===== src/rtl/router_pkg.sv =====
// Shared types and constants for the router egress scheduler: FSM states,
// header field positions and the beat record carried through the skid buffer.
package router_pkg;

  localparam int unsigned NUM_PORTS            = 3;
  localparam int unsigned STARVE_LIMIT_DEFAULT = 30;

  localparam int unsigned HDR_ADDR_LSB = 0;
  localparam int unsigned HDR_ADDR_MSB = 1;
  localparam int unsigned HDR_LEN_LSB  = 2;
  localparam int unsigned HDR_LEN_MSB  = 7;

  typedef enum logic [2:0] {
    IDLE,
    HDR_RD,
    HDR_WAIT,
    BODY,
    DRAIN
  } state_t;

  typedef struct packed {
    logic [7:0] data;
    logic       sop;
    logic       eop;
    logic [1:0] port;
  } beat_t;

  function automatic logic [1:0] port_inc(input logic [1:0] p);
    return (p == 2'd2) ? 2'd0 : p + 2'd1;
  endfunction

  function automatic logic vld_sel(input logic [NUM_PORTS-1:0] v, input logic [1:0] p);
    case (p)
      2'd0:    return v[0];
      2'd1:    return v[1];
      2'd2:    return v[2];
      default: return 1'b0;
    endcase
  endfunction

endpackage


===== src/rtl/router_skid_buf.sv =====
// Three-entry beat FIFO between the router read port and the downstream stream.
// Occupancy and head entry come straight from registers.
module router_skid_buf
  import router_pkg::*;
(
  input  logic       clock,
  input  logic       resetn,
  input  logic       push,
  input  beat_t      push_beat,
  input  logic       pop,
  output beat_t      head,
  output logic       head_valid,
  output logic [1:0] occupancy
);

  beat_t      mem [3];
  logic [1:0] wr_ptr;
  logic [1:0] rd_ptr;
  logic [1:0] count;

  always_ff @(posedge clock or negedge resetn) begin
    if (!resetn) begin
      mem    <= '{default: '0};
      wr_ptr <= '0;
      rd_ptr <= '0;
      count  <= '0;
    end else begin
      if (push) begin
        mem[wr_ptr] <= push_beat;
        wr_ptr      <= port_inc(wr_ptr);
      end
      if (pop) begin
        rd_ptr <= port_inc(rd_ptr);
      end
      case ({push, pop})
        2'b10:   count <= count + 2'd1;
        2'b01:   count <= count - 2'd1;
        default: count <= count;
      endcase
    end
  end

  assign head       = mem[rd_ptr];
  assign head_valid = (count != 2'd0);
  assign occupancy  = count;

endmodule


===== src/rtl/router_egress_sched.sv =====
// Egress scheduler: drains whole packets from the three router FIFOs round-robin
// onto one byte stream with SOP/EOP, parity check and starvation flags.
module router_egress_sched
  import router_pkg::*;
#(
  parameter int unsigned STARVE_LIMIT = STARVE_LIMIT_DEFAULT,
  parameter int unsigned BUF_DEPTH    = 3
) (
  input  logic                 clock,
  input  logic                 resetn,
  input  logic                 vld_out_0,
  input  logic                 vld_out_1,
  input  logic                 vld_out_2,
  input  logic [7:0]           data_out_0,
  input  logic [7:0]           data_out_1,
  input  logic [7:0]           data_out_2,
  output logic                 read_enb_0,
  output logic                 read_enb_1,
  output logic                 read_enb_2,
  output logic [7:0]           out_data,
  output logic                 out_valid,
  input  logic                 out_ready,
  output logic                 out_sop,
  output logic                 out_eop,
  output logic [1:0]           out_port,
  output logic                 out_perr,
  output logic [NUM_PORTS-1:0] starve
);

  localparam int unsigned CNT_W = $clog2(STARVE_LIMIT + 1);

  state_t               state, state_nx;
  logic [1:0]           grant, grant_nx;
  logic [1:0]           rr, rr_nx;
  logic [1:0]           pick, cand;
  logic                 pick_found;
  logic [6:0]           remaining, remaining_nx;
  logic                 rd_en, rd_sop, rd_eop;
  logic                 infl_valid, infl_sop, infl_eop;
  logic [1:0]           infl_port;
  logic [7:0]           rx_data;
  logic [7:0]           parity;
  logic [5:0]           hdr_len;
  logic [NUM_PORTS-1:0] vld_vec;
  logic [NUM_PORTS-1:0] granted;
  logic                 grant_vld, credit_ok, pop;
  beat_t                head, push_beat;
  logic                 head_valid;
  logic [1:0]           occupancy;

  assign vld_vec   = {vld_out_2, vld_out_1, vld_out_0};
  assign grant_vld = vld_sel(vld_vec, grant);
  assign hdr_len   = rx_data[HDR_LEN_MSB:HDR_LEN_LSB];
  assign credit_ok = ({1'b0, occupancy} + {2'b00, infl_valid}) <= 3'(BUF_DEPTH - 1);
  assign pop       = head_valid && out_ready;

  always_comb begin
    case (infl_port)
      2'd0:    rx_data = data_out_0;
      2'd1:    rx_data = data_out_1;
      default: rx_data = data_out_2;
    endcase
  end

  always_comb begin
    pick       = rr;
    pick_found = 1'b0;
    cand       = rr;
    for (int unsigned i = 0; i < NUM_PORTS; i++) begin
      if (!pick_found && vld_sel(vld_vec, cand)) begin
        pick       = cand;
        pick_found = 1'b1;
      end
      cand = port_inc(cand);
    end
  end

  always_comb begin
    state_nx     = state;
    grant_nx     = grant;
    rr_nx        = rr;
    remaining_nx = remaining;
    rd_en        = 1'b0;
    rd_sop       = 1'b0;
    rd_eop       = 1'b0;
    case (state)
      IDLE: begin
        if (pick_found) begin
          grant_nx = pick;
          state_nx = HDR_RD;
        end
      end
      HDR_RD: begin
        rd_en    = 1'b1;
        rd_sop   = 1'b1;
        state_nx = HDR_WAIT;
      end
      HDR_WAIT: begin
        // Every packet has at least a parity byte after the header, so the first
        // body read can go out while the header lands; keeps SOP-to-EOP gapless.
        remaining_nx = {1'b0, hdr_len} + 7'd1;
        if (grant_vld && credit_ok) begin
          rd_en        = 1'b1;
          rd_eop       = (hdr_len == 6'd0);
          remaining_nx = {1'b0, hdr_len};
        end
        state_nx = (remaining_nx == 7'd0) ? DRAIN : BODY;
      end
      BODY: begin
        if ((remaining != 7'd0) && grant_vld && credit_ok) begin
          rd_en        = 1'b1;
          rd_eop       = (remaining == 7'd1);
          remaining_nx = remaining - 7'd1;
          if (remaining == 7'd1) begin
            state_nx = DRAIN;
          end
        end
      end
      DRAIN: begin
        if (pop && head.eop) begin
          rr_nx    = port_inc(grant);
          state_nx = IDLE;
        end
      end
      default: state_nx = IDLE;
    endcase
  end

  always_ff @(posedge clock or negedge resetn) begin
    if (!resetn) begin
      state      <= IDLE;
      grant      <= '0;
      rr         <= '0;
      remaining  <= '0;
      infl_valid <= 1'b0;
      infl_sop   <= 1'b0;
      infl_eop   <= 1'b0;
      infl_port  <= '0;
      parity     <= '0;
    end else begin
      state      <= state_nx;
      grant      <= grant_nx;
      rr         <= rr_nx;
      remaining  <= remaining_nx;
      infl_valid <= rd_en;
      infl_sop   <= rd_sop;
      infl_eop   <= rd_eop;
      infl_port  <= grant;
      if (pop) begin
        parity <= head.eop ? 8'h00 : (parity ^ head.data);
      end
    end
  end

  assign push_beat = '{data: rx_data, sop: infl_sop, eop: infl_eop, port: infl_port};

  router_skid_buf u_buf (
    .clock      (clock),
    .resetn     (resetn),
    .push       (infl_valid),
    .push_beat  (push_beat),
    .pop        (pop),
    .head       (head),
    .head_valid (head_valid),
    .occupancy  (occupancy)
  );

  assign read_enb_0 = rd_en && (grant == 2'd0);
  assign read_enb_1 = rd_en && (grant == 2'd1);
  assign read_enb_2 = rd_en && (grant == 2'd2);

  assign out_valid = head_valid;
  assign out_data  = head.data;
  assign out_sop   = head_valid && head.sop;
  assign out_eop   = head_valid && head.eop;
  assign out_port  = head.port;
  assign out_perr  = head_valid && head.eop && (parity != head.data);

  for (genvar k = 0; k < NUM_PORTS; k++) begin : g_starve
    logic [CNT_W-1:0] wait_cnt;
    logic             pulse;

    assign granted[k] = (state != IDLE) && (grant == 2'(k));

    always_ff @(posedge clock or negedge resetn) begin
      if (!resetn) begin
        wait_cnt <= '0;
        pulse    <= 1'b0;
      end else if (!vld_vec[k] || granted[k]) begin
        wait_cnt <= '0;
        pulse    <= 1'b0;
      end else if (wait_cnt != CNT_W'(STARVE_LIMIT)) begin
        wait_cnt <= wait_cnt + CNT_W'(1);
        pulse    <= (wait_cnt == CNT_W'(STARVE_LIMIT - 1));
      end else begin
        pulse <= 1'b0;
      end
    end

    assign starve[k] = pulse;
  end

endmodule


===== config.mk =====
export PLATFORM = sky130hd
export DESIGN_NAME = router_egress_sched
export DESIGN_NICKNAME = d
export VERILOG_FILES = /design/src/rtl/router_pkg.sv /design/src/rtl/router_skid_buf.sv /design/src/rtl/router_egress_sched.sv
export SDC_FILE = /design/constraint.sdc
export NUM_CORES = 1
export LEC_CHECK = 0
export ABC_CLOCK_PERIOD_IN_PS = 2800
export CAP_MARGIN = 20
export CORE_MARGIN = 2
export CORE_UTILIZATION = 55
export CTS_CLUSTER_DIAMETER = 60
export DETAILED_ROUTE_END_ITERATION = 10
export HOLD_SLACK_MARGIN = 0.1
export PLACE_DENSITY_LB_ADDON = 0.08
export SYNTH_ARGS = -nofsm -noshare
export SYNTH_HDL_FRONTEND = slang
export SYNTH_SLANG_ARGS = --single-unit

===== constraint.sdc =====
create_clock -name clock -period 2.8 [get_ports clock]
set_input_delay 0.42 -clock clock [delete_from_list [all_inputs] [get_ports clock]]
set_output_delay 0.42 -clock clock [all_outputs]
set_load 0.01 [all_outputs]

==> summary.md, run 1 <==
| Metric | Value |
|---|---|
| Ys flop type | dfrtp_1 |
| Synth Net Count | 528 |
| Clock-pin transition on the worst setup and hold timing paths | 0.09 ns |
| P_sw | 2.33 mW |
| I/O pin count | 50 |
| Crit path capture type | primary output |
| Minimum clock period | 2.60 ns |
| Clock Skew | 0.0106 ns |
| Worst path max stage delay | 0.41 ns |
| R2r setup slk | 0.43 ns |
| Depth of the worst register-to-register path | 6 |
| Post-DP Area | 0.00543 mm2 |
| CP startpoint kind | flip-flop |
| Antenna violations before repair | 0 |
| Root buf cell | clkbuf_8 |
| Worst slack at placement | -0.0337 ns |
| Die Y | 96.2 um |
| Antenna diodes | 0 |
| Total grt overflow | 0 |
| WP data arrival | 2.18 ns |
| Post-synthesis cell type count | 55 |
| Mean post-synth cell area | 9.72 um2 |
| Synthesized area | 0.00467 mm2 |
| H-tree depth | 3 |
| Cells after DPL | 645 |
| Fin. max-slew vios | 0 |
| Final setup vio count | 0 |
| WL per Instance | 15.5 um |
| Vias in the first global route | 3720 |
| Hold-critical path depth | 2 |
| Sequential share of power | 35.2% |
| Largest net degree at the start of global routing | 48 |
| Area growth from synthesis to layout | 21.2% |
| Drt drc | 0 |
| Slew headroom | 43.4% |
| Final Hold Viols | 0 |
| Fin util | 68.9% |
| Fin crit share | 92.9% |
| Critical Path Slowest Stage Cell | dfrtp_2 |
| Kind of critical path | flip-flop to primary output |
| Port Buffer Count | 49 |
| DR vias | 3758 |
| Worst Slack Setup Final | 0.199 ns |
| Area contributors post-synth | dfrtp_1 47%, o21ai_0 6.5%, nand2_1 5.9% |
| Non-filler cells, final | 662 |
| PwrDens | 1040 mW/mm2 |
| Crit path depth | 8 |
| FF-to-FF End | state[1] |
| Post-Syn Instances | 481 |
| Area share of the leading cell type in the synthesized netlist | 46.6% |
| Vias per std cell | 5.68 |
| Synth Warn # | 0 |
| Layout cells sized above 1 | 15.6% |
| DRT Wirelength | 10300 um |
| Hold path endpoint | u_buf.mem[9] |
| Asr flop ratio synth | 100% |
| Final instance area | 0.00566 mm2 |
| Std-Cell Rows | 33 |
| Run status | completed |
| Cell taking the most area after synthesis | dfrtp_1 |
| RR Startpoint | infl_port[1] |
| Core area | 0.00822 mm2 |
| Starting density of the core | 56.9% |
| Post-Route Setup TNS | 0 ns |
| CTS tree | done |
| Sequential cell area fraction in the yosys report | 46.6% |
| Crit-path max FO | 8 |
| Clock buffer depth | 2 |
| Clk pwr share | 16.6% |
| CTS Buf Count | 9 |
| Tightest Hold Check Type | flip-flop to flip-flop |
| Fmax | 384 MHz |
| Clock sink count | 87 |
| Net Sw Frac | 39.4% |
| Die ar. | 0.00925 mm2 |
| Leakage | 2.55 nW |
| Clock latency on the worst-skew pair | 0.36 ns |
| Chip width | 96.2 um |
| First-pass GRT wire length | 17500 um |
| Power Internal | 3.57 mW |
| Total power | 5.90 mW |
| WHS | 0.487 ns |
| Worst EP required | 2.38 ns |
| HPWL Detailed | 7570 um |
| Worst Path Buf+Inv | 3 |
| Comb power frac | 48.2% |
| DR iter-0 viols | 168 |
| Post-synth EDFFs | 0 |
| CP cell instances | buf_6 -> mux2i_1 -> o21ai_0 -> buf_4 -> xor2_1 -> nor4_1 -> a21boi_0 -> dlygate4sd2_1 |
| ANT nets after route | 0 |
| Total GRT Usage | 24.9% |
| CP top delay family | buffers and inverters |
| DR pass1 iterations | 4 |
| Slew @ Worst Pin | 0.847 ns |
| Final net count | 599 |
| Max Cap Violations | 0 |
| Placer congestion estimate | 0.942 |
| RSZ-0062 raised after global routing | false |
| Yosys reg bits | 87 |
| VDD IR-drop max | 0.000432 V |
| Hold_sp | u_buf.mem[9] |
[repair_timing]
item	in CTS	in global routing
hold buffers	1	0
hold endpoints to repair	45	0
buffers inserted	0	0
resized for setup	9	9
pin swaps	1	3
setup endpoints to repair	4	4
[metal layers]
metal  vias up  global-route usage [%]  part of all wire, %
met5         -                       0                    0
met4         0                    10.0                  1.9
met3        16                    3.68                  4.7
met2        81                    42.2                   49
met1      1838                    32.0                   44
li1       1823                       -                    -
[final cells by class]
type	count	area [um2]
fillers	643	2550
repair buffers	81	731
inverters	20	75.1
multi-input cells	353	2330
clock inverters	6	92.6
flip-flops and latches	87	2180
clock buffers	10	128
well taps	105	131
[cell usage after synthesis, drive strengths merged (2+ instances only)]
master and number:
dfrtp 87, nand2 73, o21ai 63, nor2 42
mux2i 25, mux2 22, inv 19, ha 17
clkbuf 12, nand3 11, a211oi 10, a21oi 10
xnor2 10, buf 9, xor2 8, nand4 7
and3 6, nor4 5, nor2b 4, nand2b 3
nor3 3, o31ai 3, o41ai 3, a21boi 2
a21o 2, a2bb2oi 2, a31oi 2, or3 2
[tightest hold or removal path, cell delays in order (launching register included)]
cell	delay [ns]
dfrtp_1	0.35
nand2_1	0.05
o21ai_0	0.06
[cells in the final DEF, fill, tap and decap left out, types with 6 or more instances in the layout]
cell type / netlist / routed
dfrtp_1: 87 / 86
nand2_1: 73 / 73
o21ai_0: 61 / 58
clkdlybuf4s50_1: 0 / 44
nor2_1: 42 / 42
buf_4: 4 / 30
mux2_2: 22 / 22
mux2i_1: 22 / 22
inv_1: 19 / 19
ha_1: 17 / 17
nand3_1: 11 / 11
a21oi_1: 10 / 10
xnor2_1: 10 / 10
a211oi_1: 9 / 9
clkbuf_8: 0 / 9
xor2_1: 8 / 8
nand4_1: 7 / 7
and3_1: 6 / 6
[registers in the layout, summed over array words and instances, names as in the netlist, 2 cells and up]
signal,flops
infl_port,2
u_buf.occupancy,2
u_buf.mem,36
u_buf.rd_ptr,2
rr,2
remaining,7
u_buf.wr_ptr,2
g_starve.pulse,3
parity,8
g_starve.wait_cnt,15
state,3
grant,2
[logic make-up (layout without fill, tap and decap cells)]
logic type / count (synthesis) / after routing / synth area share, %
AND/OR/NAND/NOR: 162 / 162 / 15.8
buffers and inverters: 41 / 117 / 3.91
multiplexers: 47 / 47 / 11.3
adder cells (fa/ha/maj): 17 / 17 / 4.55
AO/OA/AOI/OAI: 109 / 109 / 14.5
XOR/XNOR: 18 / 18 / 3.37
flip-flops: 87 / 87 / 46.6
[worst max-delay path by stage]
stage	start	to
after detailed placement	vld_out_2	read_enb_0
after CTS	infl_valid	read_enb_0
final	u_buf.rd_ptr[1]	out_perr
after global routing	u_buf.rd_ptr[1]	out_perr
after global placement	vld_out_2	read_enb_0
after floorplan	infl_valid	read_enb_0
[power by group through the flow]
stage / registers (mW) / clock network, mW / logic, mW
after floorplan: 1.99 / 0 / 1.81
final: 2.08 / 0.978 / 2.84
after detailed placement: 2.09 / 0 / 2.83
after global routing: 2.14 / 1.06 / 3.18
after CTS: 2.06 / 0.997 / 2.86
after global placement: 2.06 / 0 / 2.75
(Power assumes the default switching activity.)
==> run 2, diff against run 1 <==
--- a/config.mk
+++ b/config.mk
@@ -13,5 +13,6 @@
 export DETAILED_ROUTE_END_ITERATION = 10
 export HOLD_SLACK_MARGIN = 0.1
-export PLACE_DENSITY_LB_ADDON = 0.08
+export PLACE_DENSITY = 0.78
+export REMOVE_ABC_BUFFERS = 1
 export SYNTH_ARGS = -nofsm -noshare
 export SYNTH_HDL_FRONTEND = slang
==> constraint.sdc (replaced) <==
create_clock -name clock -period 2.8 [get_ports clock]
set_input_delay 0.56 -clock clock [delete_from_list [all_inputs] [get_ports clock]]
set_output_delay 0.56 -clock clock [all_outputs]
set_load 0.01 [all_outputs]
==> run 2 against run 1 <==
  * Routed wire length grew 2.9%
  * Highest routed layer unchanged
  * Sequential power about the same
  * Hold slack got worse by 0.33 ns
==> summary.md, run 2 (synthesis results as in run 1) <==
| Metric | Value |
|---|---|
| Minimum clock period | 2.73 ns |
| Most common cell on crit path | nand2_1 |
| Clock buffer depth | 2 |
| First-pass GRT wire length | 17200 um |
| Root buf cell | clkbuf_8 |
| CP cell instances | or4_4 -> nor3b_4 -> nand2_1 -> nand2_1 -> a211o_1 -> buf_6 -> nor2_2 -> buf_2 |
| Total grt overflow | 0 |
| Final setup vio count | 0 |
| Clock sink count | 87 |
| Crit path capture type | primary output |
| Port Buffer Count | 49 |
| Slew @ Worst Pin | 0.825 ns |
| Layout cells sized above 1 | 18.8% |
| Seq. cell area | 0.00218 mm2 |
| ANT nets after route | 0 |
| Chip width | 96.2 um |
| Antenna diodes | 0 |
| Placer congestion estimate | 0.875 |
| Multi-input gate area | 0.00241 mm2 |
| Comb power frac | 51.6% |
| WP data arrival | 2.17 ns |
| Crit-path max FO | 3 |
| Die Y | 96.2 um |
| Grt met1 use | 31.2% |
| Clock-pin transition on the worst setup and hold timing paths | 0.10 ns |
| Tightest Hold Check Type | input port to asynchronous set/reset pin |
| Run status | completed |
| Kind of critical path | flip-flop to primary output |
| VDD IR-drop max | 0.000456 V |
| Max Cap Violations | 0 |
| Clk pwr share | 13.8% |
| Drt drc | 0 |
| Most common cell after layout, fill and taps aside | dfrtp_1 |
| RSZ-0062 raised after global routing | true |
| Worst EP required | 2.24 ns |
| Fillers | 615 |
| WL per Instance | 15.8 um |
| Most Crowded Layer GR | met2 |
| Fin. max-slew vios | 0 |
| Most frequent cells in the layout | 87 x dfrtp_1, 73 x nand2_1, 57 x o21ai_0 |
| Net Sw Frac | 40.4% |
| Met3 usage | 4.62% |
| Largest net degree at the start of global routing | 53 |
| Worst path max stage delay | 0.57 ns |
| CTS tree | done |
| Total GRT Usage | 24.0% |
| Power Internal | 3.58 mW |
| Met2 global-route usage | 40.5% |
| Sequential share of power | 34.6% |
| DRT Wirelength | 10600 um |
| DR pass1 iterations | 5 |
| DR vias | 3837 |
| Fmax | 366 MHz |
| PwrDens | 1040 mW/mm2 |
| P_sw | 2.43 mW |
| Antenna violations before repair | 0 |
| Slew headroom | 44.6% |
| HPWL Detailed | 7510 um |
| Area growth from synthesis to layout | 23.4% |
| CP startpoint kind | flip-flop |
| Std-Cell Rows | 33 |
| Largest register FFs | 36 |
| Critical Path Slowest Stage Cell | or4_4 |
| Total power | 6.02 mW |
| Clock latency on the worst-skew pair | 0.37 ns |
| Final net count | 606 |
| Clock Skew | 0.0159 ns |
| Biggest regs | u_buf.mem (36), g_starve.wait_cnt (15), parity (8) |
| H-tree depth | 3 |
| Fin crit share | 97.6% |
| WHS | 0.154 ns |
| Starting density of the core | 56.9% |
| Die ar. | 0.00925 mm2 |
| Vias in the first global route | 3674 |
| DR iter-0 viols | 223 |
| Final Hold Viols | 0 |
| R2r setup slk | 0.39 ns |
| Biggest register | u_buf.mem |
| CTS Hold Buffers Added | 0 |
| CTS Buf Count | 9 |
| Leakage | 2.59 nW |
| Vias per std cell | 5.74 |
| I/O pin count | 50 |
| Core area | 0.00822 mm2 |
-- run 2: cell types whose count changed in the layout (fill, tap and decap cells not counted), moves of 3 or more --
cell	delta
ha_4	+3
buf_4	+6
nor2_1	-4
buf_6	+3
ha_1	-3
-- run 2: worst max-delay path: cells and delay by family (launching register included) --
kind / cells / cell delay, ns
AOI/OAI and AO/OA: 1 / 0.17
buffers and inverters: 2 / 0.26
DFF: 1 / 0.40
and+or+nand+nor: 5 / 0.98
-- run 2: routing by layer --
layer  part of all wire [%]  up-vias  wire length (um)
met5                      0        -                 0
met4                    1.8        0               191
met1                     44     1856              4610
met2                     50      111              5260
met3                    4.9       22               521
li1                       -     1848                 -
-- run 2: final cells by class --
class                      count  area share, %
timing repair buffer          88           13.8
tap                          105           2.28
inverter                      20           1.30
clock inverter                 5          0.716
multi-input combinational    353           41.7
clock buffer                  11           2.45
sequential                    87           37.7
-- run 2: power groups by stage --
stage          clock network (mW)  registers [mW]  logic [mW]
2_1_floorplan                   0            2.08        1.65
3_3_place_gp                    0            2.06        2.74
3_5_place_dp                    0            2.08        2.85
4_1_cts                     0.843            2.06        2.93
5_1_grt                     0.902            2.14        3.41
6_report                    0.830            2.08        3.11
-- run 2: timing repair --
item,in CTS,in global routing
buffers inserted,1,4
hold endpoints to repair,0,0
endpoints found under the setup margin,4,4
pin swaps,4,9
gates resized for setup,22,23
-- run 2: path summary, 6_finish.rpt --
path / startpoint / end / cells past startpoint
max: remaining[2] / read_enb_1 / 8
min: resetn / u_buf.mem[34] / 1
max reg2reg: infl_port[0] / state[1] / 7
min reg2reg: u_buf.mem[4] / u_buf.mem[4] / 2
max in group asynchronous: resetn / g_starve[1].wait_cnt[4] / 2
min in group clock: u_buf.mem[4] / u_buf.mem[4] / 2
-- run 2: per-stage QoR --
step	setup TNS [ns]	instance area [um2]	std cells	util, %	setup slack, ns
3_3_place_gp	-1.14	5450	648	66.4	-0.392
5_1_grt	-0.0466	5770	669	70.2	-0.0404
2_1_floorplan	0	4570	460	-	0.158
6_report	0	5770	669	70.2	0.0685
3_5_place_dp	-1.24	5450	648	66.4	-0.424
4_1_cts	0	5660	665	68.9	0.00935
==> run 3, diff against run 2 <==
--- a/config.mk
+++ b/config.mk
@@ -14,5 +14,4 @@
 export HOLD_SLACK_MARGIN = 0.1
 export PLACE_DENSITY = 0.78
-export REMOVE_ABC_BUFFERS = 1
 export SYNTH_ARGS = -nofsm -noshare
 export SYNTH_HDL_FRONTEND = slang
==> constraint.sdc (replaced) <==
create_clock -name clock -period 2.8 [get_ports clock]
set_input_delay 0.56 -clock clock [delete_from_list [all_inputs] [get_ports clock]]
set_output_delay 0.56 -clock clock [all_outputs]
set_load 0.05 [all_outputs]
==> run 3 against run 2 <==
  * Fmax is 1.3% lower
  * Routed wire length up 6.0%
  * Register-to-register slack lost 0.29 ns
  * Hold slack improved by 0.0024 ns
  * First-iteration DRC count decreased by 14%
  * Global-route usage increased by 1.9 points
  * Combinational power up 29%
  * Count of clock-buffer cells in the layout unchanged
  * Critical path type unchanged
  * Highest routed layer unchanged
==> summary.md, run 3 (synthesis results as in run 1) <==
| Metric | Value |
|---|---|
| Slew @ Worst Pin | 0.832 ns |
| Final net count | 603 |
| PwrDens | 1180 mW/mm2 |
| Port Buffer Count | 49 |
| Placer congestion estimate | 0.905 |
| Worst Slack Setup Final | 0.0323 ns |
| DR vias | 3897 |
| I/O pin count | 50 |
| Max Cap Violations | 0 |
| Die ar. | 0.00925 mm2 |
| Post-DP Area | 0.00555 mm2 |
| Drt drc | 0 |
| DR iter-0 viols | 191 |
| Biggest register | u_buf.mem |
| Total GRT Usage | 25.9% |
| Antenna violations before repair | 0 |
| WHS | 0.156 ns |
| CTS Hold Buffers Added | 0 |
| Crit-path max FO | 4 |
| Fillers | 579 |
| H-tree depth | 3 |
| Final instance area | 0.00602 mm2 |
| Vias in the first global route | 3803 |
| CTS tree | done |
| Crit path capture type | primary output |
| RSZ-0062 raised after global routing | true |
| Fmax | 361 MHz |
| Biggest regs | u_buf.mem (36), g_starve.wait_cnt (15), parity (8) |
| Starting density of the core | 56.9% |
| DR pass1 iterations | 4 |
| Minimum clock period | 2.77 ns |
| Fin crit share | 98.8% |
| Leakage | 2.68 nW |
| DRT Wirelength | 11200 um |
| Clock Skew | 0.0151 ns |
| Area growth from synthesis to layout | 28.8% |
| Largest register FFs | 36 |
| Antenna diodes | 0 |
| Slew headroom | 44.4% |
| Clock latency on the worst-skew pair | 0.37 ns |
| HPWL Detailed | 7670 um |
| WP data arrival | 2.21 ns |
| Tightest Hold Check Type | input port to asynchronous set/reset pin |
| Worst EP required | 2.24 ns |
| Worst slack at placement | -0.0294 ns |
| CP startpoint kind | flip-flop |
| Chip width | 96.2 um |
| Final Hold Viols | 0 |
| ANT nets after route | 0 |
| Vias per std cell | 5.85 |
| Most frequent cells in the layout | 81 x dfrtp_1, 72 x nand2_1, 53 x o21ai_0 |
| First-pass GRT wire length | 18300 um |
| Clock sink count | 87 |
| CTS Buf Count | 9 |
| WL per Instance | 16.8 um |
| Kind of critical path | flip-flop to primary output |
| Non-filler cells, final | 666 |
| VDD IR-drop max | 0.000691 V |
| Die Y | 96.2 um |
| Post-Route Setup TNS | 0 ns |
| Clock buffer depth | 2 |
| Cells after DPL | 635 |
| Final setup vio count | 0 |
| Core area | 0.00822 mm2 |
| Most common cell after layout, fill and taps aside | dfrtp_1 |
| Largest net degree at the start of global routing | 49 |
| Std-Cell Rows | 33 |
| Root buf cell | clkbuf_8 |
| Layout cells sized above 1 | 23.5% |
| Run status | completed |
| Fin. max-slew vios | 0 |
| Clock-pin transition on the worst setup and hold timing paths | 0.10 ns |
| Total grt overflow | 0 |
run 3: routing by layer:
metal	wire length, um	GRT usage, %	vias up
met3	568	3.84	28
met4	274	10.5	0
met1	4590	31.6	1900
met2	5780	45.8	134
met5	0	0	-
li1	-	-	1835
run 3: power breakdown:
part	switching, mW	internal, mW	total [mW]
Combinational	2.18	1.82	4.00
Sequential	0.412	1.72	2.13
Clock	0.481	0.468	0.949
Total	3.08	4.00	7.08
run 3: repair_timing:
action,4_1_cts,5_1_grt
pin swaps,7,11
setup endpoints to repair,4,6
buffers inserted,9,7
resized for setup,17,14
run 3: worst max-delay path: stages (launching register included):
cell and delay (ns):
dfrtp_1 0.42, ha_4 0.19, ha_4 0.16, nor2_4 0.11
a21oi_4 0.08, nor2_2 0.11, nand2_2 0.07, a211o_4 0.38
nor3_4 0.16, buf_12 0.16
run 3: worst paths after layout:
| check | slack, ns | cells past startpoint | start | endpoint |
|---|---|---|---|---|
| setup / recovery | 0.03 | 9 | u_buf.occupancy[0] | read_enb_0 |
| hold / removal | 0.16 | 1 | resetn | u_buf.mem[13] |
| setup reg to reg | 0.10 | 15 | u_buf.occupancy[0] | remaining[3] |
| hold reg to reg | 0.48 | 2 | u_buf.mem[6] | u_buf.mem[6] |
| max in group asynchronous | 1.95 | 2 | resetn | grant[1] |
| min in group clock | 0.48 | 2 | u_buf.mem[6] | u_buf.mem[6] |
run 3: area by class of cell:
type	instances	area (um2)	share of cell area (%)
multi-input combinational	353	2480	41.2
sequential	87	2180	36.3
timing repair buffer	85	936	15.5
clock buffer	11	151	2.51
tap	105	131	2.18
inverter	20	75.1	1.25
clock inverter	5	63.8	1.06
run 3: through the flow:
| stage | utilization [%] | total power, mW |
|---|---|---|
| after floorplan | - | 4.32 |
| after global placement | 67.5 | 5.53 |
| after detailed placement | 67.5 | 5.65 |
| after CTS | 72.0 | 6.87 |
| after global routing | 73.3 | 7.50 |
| final | 73.3 | 7.08 |
